[config.mk]
export PLATFORM = sky130hd
export DESIGN_NAME = spi_req_arbiter
export DESIGN_NICKNAME = d
export VERILOG_FILES = /design/src/rtl/spi_req_arbiter.sv
export SDC_FILE = /design/constraint.sdc
export NUM_CORES = 1
export LEC_CHECK = 0
export ABC_AREA = 1
export ABC_CLOCK_PERIOD_IN_PS = 5200
export BUFFER_PORTS_ARGS = -buffer_cell sky130_fd_sc_hd__buf_2
export CAP_MARGIN = 10
export CORE_AREA = 4 4 95 97
export DETAILED_ROUTE_END_ITERATION = 8
export DIE_AREA = 0 0 99 101
export GPL_TIMING_DRIVEN = 0
export PLACE_DENSITY = 0.95
export SLEW_MARGIN = 10
export SYNTH_ARGS = -nofsm -noshare
export SYNTH_HDL_FRONTEND = slang
export SYNTH_SLANG_ARGS = --single-unit
[constraint.sdc]
create_clock -name clk -period 5.2 [get_ports clk]
set_clock_uncertainty 0.2 [all_clocks]
set_input_delay 0.52 -clock clk [delete_from_list [all_inputs] [get_ports clk]]
set_output_delay 0.52 -clock clk [all_outputs]
set_load 0.02 [all_outputs]
[src/rtl/spi_req_arbiter.sv]
// spi_req_arbiter: round-robin sharing of one SPI shifter between on-chip requesters
module spi_req_arbiter #(
    parameter int N_REQ          = 4,
    parameter int DATA_W         = 24,
    parameter int GAP_CYCLES     = 8,
    parameter int TIMEOUT_CYCLES = 4096
) (
    input  logic                      clk,
    input  logic                      rstn,
    input  logic                      enable,
    input  logic                      cpu_csn_sync,
    input  logic                      tx_active,
    input  logic [N_REQ-1:0]          hold_mask,
    input  logic [N_REQ-1:0]          req_valid,
    input  logic [N_REQ*DATA_W-1:0]   req_data,
    output logic [N_REQ-1:0]          req_ack,
    output logic                      spi_start,
    output logic [DATA_W-1:0]         spi_word,
    input  logic                      spi_done,
    output logic                      busy,
    output logic [2:0]                grant_idx,
    output logic                      err_timeout,
    output logic [15:0]               txn_count
);
    localparam int TW = TIMEOUT_CYCLES > 1 ? $clog2(TIMEOUT_CYCLES) : 1;
    typedef enum logic [1:0] {IDLE, ISSUE, WAIT, GAP} state_t;
    state_t state, nxt;
    logic [2:0] ptr, win;
    logic [N_REQ-1:0] elig;
    logic [DATA_W-1:0] word;
    logic [TW-1:0] to_cnt;
    logic [15:0] gap_cnt;
    logic grant, tmo_hit, gap_done;
    assign busy = state != IDLE;
    // pick the first eligible requester after the pointer; the pointer itself is searched last
    always_comb begin
        elig = req_valid & ~(hold_mask & {N_REQ{tx_active}});
        win = ptr;
        for (int k = N_REQ; k >= 1; k--)
            for (int i = 0; i < N_REQ; i++)
                if (elig[i] && (int'(ptr) + k) % N_REQ == i) win = 3'(i);
        word = '0;
        for (int i = 0; i < N_REQ; i++)
            if (win == 3'(i)) word = req_data[i*DATA_W +: DATA_W];
    end
    // next-state logic; a zero or one cycle gap both leave GAP after its first cycle
    always_comb begin
        tmo_hit = to_cnt == TW'(TIMEOUT_CYCLES - 1);
        gap_done = GAP_CYCLES <= 1 || gap_cnt == 16'(GAP_CYCLES - 1);
        grant = state == IDLE && enable && cpu_csn_sync && |elig;
        nxt = state == IDLE  ? (grant ? ISSUE : IDLE) :
              state == ISSUE ? WAIT :
              state == WAIT  ? (spi_done || tmo_hit ? GAP : WAIT) :
                               (gap_done ? IDLE : GAP);
    end
    // state, registered handshake outputs, counters and status
    always_ff @(posedge clk) begin
        if (!rstn) begin
            state       <= IDLE;
            ptr         <= 3'(N_REQ - 1);
            req_ack     <= '0;
            spi_start   <= 1'b0;
            spi_word    <= '0;
            grant_idx   <= '0;
            err_timeout <= 1'b0;
            txn_count   <= '0;
            to_cnt      <= '0;
            gap_cnt     <= '0;
        end else begin
            state     <= nxt;
            req_ack   <= grant ? N_REQ'(1) << win : '0;
            spi_start <= state == ISSUE;
            to_cnt    <= state == WAIT ? to_cnt + 1'b1 : '0;
            gap_cnt   <= state == GAP ? gap_cnt + 1'b1 : '0;
            if (grant) begin
                spi_word  <= word;
                grant_idx <= win;
                ptr       <= win;
            end
            if (state == WAIT && spi_done) txn_count <= txn_count + 1'b1;
            if (state == WAIT && !spi_done && tmo_hit) err_timeout <= 1'b1;
        end
    end
endmodule

==> metrics.txt <==
chip height=101 um; Tot GR Track Use=0.2304; Area growth, synth to finish=27.33%; final setup violation count=0; hold violation count in the final report=0; grt total ovfl=0; clk buf depth=2; Fillers=between 700 and 800; CP startpoint=state[1]; Setup Fix Bufs, Post-CTS=0; Slew headroom=0.4599; slew of the pin with the lowest slew margin=roughly 800 ps; slowest stage delay, CP=350 ps; first-pass GRT wire length=19.00 mm; Slowest-stage cell, CP=dfxtp_1; Final Util=0.6628; CTS Buf Count=9; htree depth=3; count of cell types in the netlist=38; row count=33; mean post-synth cell area=6.764 um2; LEAKAGE=2.505 nW; Worst setup SP type=flip-flop; port bufs=159; Mapped Cells=626; DR vias/cell=5.083; # diodes=0; per-cell routed wire length=around 13 um; Mapped Area=0.004234 mm2; share of layout cells above drive strength 1=0.2672; Hold/Removal Path Class=reg2reg; core outline area=0.008134 mm2; Synth area leaders=dfxtp_1 (38%), nand2_1 (13%), nand3_1 (8.0%); via count=4605; outcome=finished, final reports clean; pwr dens=295.5 mW/mm2; worst IR drop on VDD=0.0001840 V; layout net count=909; Clock Latency Late Sink=350 ps; top-count cell post-synth=nand2_1; gpl congestion=roughly 0.85; data arrival time of the critical path=2560 ps; Yosys top cell area share=0.3830; placed cells=between 800 and 900; Final Max Slew Viols=0; hold_sp=to_cnt[0]; I/O pins=between 150 and 200; Starting DRT DRC Count=329; footprint of the multi-input gates=0.002235 mm2; crit-path cells=inv_1 -> nor2_1 -> inv_1 -> nor2_2 -> inv_2 -> nor3_2 -> nand3_2 -> nor2_4 -> nand3_2 -> inv_1 -> nand4_1 -> nor3_2 -> nand2_1 -> nor2_1 -> nor3_2; DP HPWL=roughly 9.1 mm; Cell Count, Final, Fillers Out=906; DRC Markers=0; CTS tree=yes; vias in the first global route=4343; number of gates resized after CTS=0; die area=around 0.010 mm2; Setup crit end kind=flip-flop; final instance area=approximately 0.0054 mm2; Commonest cells post-synth=nand2_1 (149), nor2_1 (90), dfxtp_1 (81); Ys Warns=0; area leader, netlist=dfxtp_1; Tmin final=2523 ps; CTS root buffer=clkbuf_8; reg2reg start=state[1]; clk slew on worst S/H paths=about 100 ps; drt total wl=11.64 mm; largest net degree at the start of global routing=17; Max FO, Critical Path=6; Seq cells post-synth=81; number of synthesized flops with an enable pin=0; hold_ws=about 250 ps; DP Area=a little over 0.005 mm2; post-synthesis sequential area ratio=0.3830; CP Data Required Time=between 5000 and 6000 ps; Max Clock Freq=396.3 MHz; initial antenna violation count=0; Final ANT Viol Nets=0; Die W=99 um; Setup CP Type=reg2reg; initial core utilization=0.5205; async set or reset register ratio after synthesis=0; Syn Nets=roughly 740; RSZ-0062 raised after global routing=false; Initial DRT Pass Iterations=5; Setup TNS=0 ps; Storage cell area=0.001622 mm2; hold buffer count at CTS=0; fin crit share=0.4852; Num Clock Sinks=just over 80; ys flop type=dfxtp_1; maxcap violations=0
-- registers in the layout, indices dropped and copies added (netlist names) --
signal,cells
to_cnt,12
spi_start,1
ptr,2
state,2
err_timeout,1
spi_word,24
gap_cnt,16
txn_count,16
grant_idx,3
req_ack,4
-- layout make-up --
type                            count  share of cell area
Clock buffer                        9             0.02298
Inverter                           65             0.04711
Sequential cell                    81              0.3008
Buffer                             22             0.02298
Clock inverter                      7             0.01973
Timing Repair Buffer              159              0.1476
Tap cell                          105             0.02437
Multi-Input combinational cell    458              0.4145
-- kinds of logic (layout without fill, tap and decap cells) --
logic type	after synthesis	count (layout)	share of synthesized area
adder cells (fa/ha/maj)	3	3	0.008866
AND/OR/NAND/NOR	364	364	0.3995
buffers and inverters	87	262	0.08924
XOR/XNOR	2	2	0.004138
AO/OA/AOI/OAI	89	89	0.1153
flip-flops	81	81	0.3830
-- where the power goes --
| part | leakage [nW] | switching (W) | internal [W] | total (W) |
|---|---|---|---|---|
| sequential | 0.657 | 0.0000124 | 0.000644 | 0.000656 |
| combinational | 1.73 | 0.000264 | 0.000146 | 0.000410 |
| clock | 0.117 | 0.000247 | 0.000280 | 0.000527 |
| total | 2.51 | 0.000524 | 0.00107 | 0.00159 |
-- placed cells by master (no fill, tap or decap), types with 5 or more instances in the layout --
master      n
nor4_1      5
o21ai_0    39
nand3_1    68
nand2_1   149
clkbuf_1   12
a21oi_1    37
nor3_1     16
nor2_1     90
clkbuf_8    9
inv_1      56
nand4_1    12
dfxtp_1    81
inv_2       5
buf_2     162
-- per-stage QoR --
stage | power, W | setup WS, ps
3_3_place_gp | 0.001071 | 2384
4_1_cts | 0.001595 | 2704
5_1_grt | 0.001676 | 2503
3_5_place_dp | 0.001077 | 2339
6_report | 0.001593 | 2677
2_1_floorplan | 0.0009491 | 2923
-- layer usage --
layer / part of all wire / track usage / vias to the layer above
li1: - / - / 2394
met1: 0.41 / 0.2709 / 1987
met2: 0.50 / 0.4168 / 207
met3: 0.082 / 0.05744 / 17
met4: 0.015 / 0.06197 / 0
met5: 0 / 0 / -
-- path summary, 6_finish.rpt --
| kind | cells past startpoint | end | slack (ps) |
|---|---|---|---|
| max reg2reg | 15 | txn_count[14] | 2680 |
| min | 1 | to_cnt[0] | 250 |
| min reg2reg | 1 | to_cnt[0] | 250 |
| max | 15 | txn_count[14] | 2680 |
-- critical path, delay by kind of cell, from the launching register on --
family                 cells  cell delay, ps
and+or+nand+nor           11            1510
DFF                        1             350
buffers and inverters      4             350
Power figures use the tool's default switching activity.
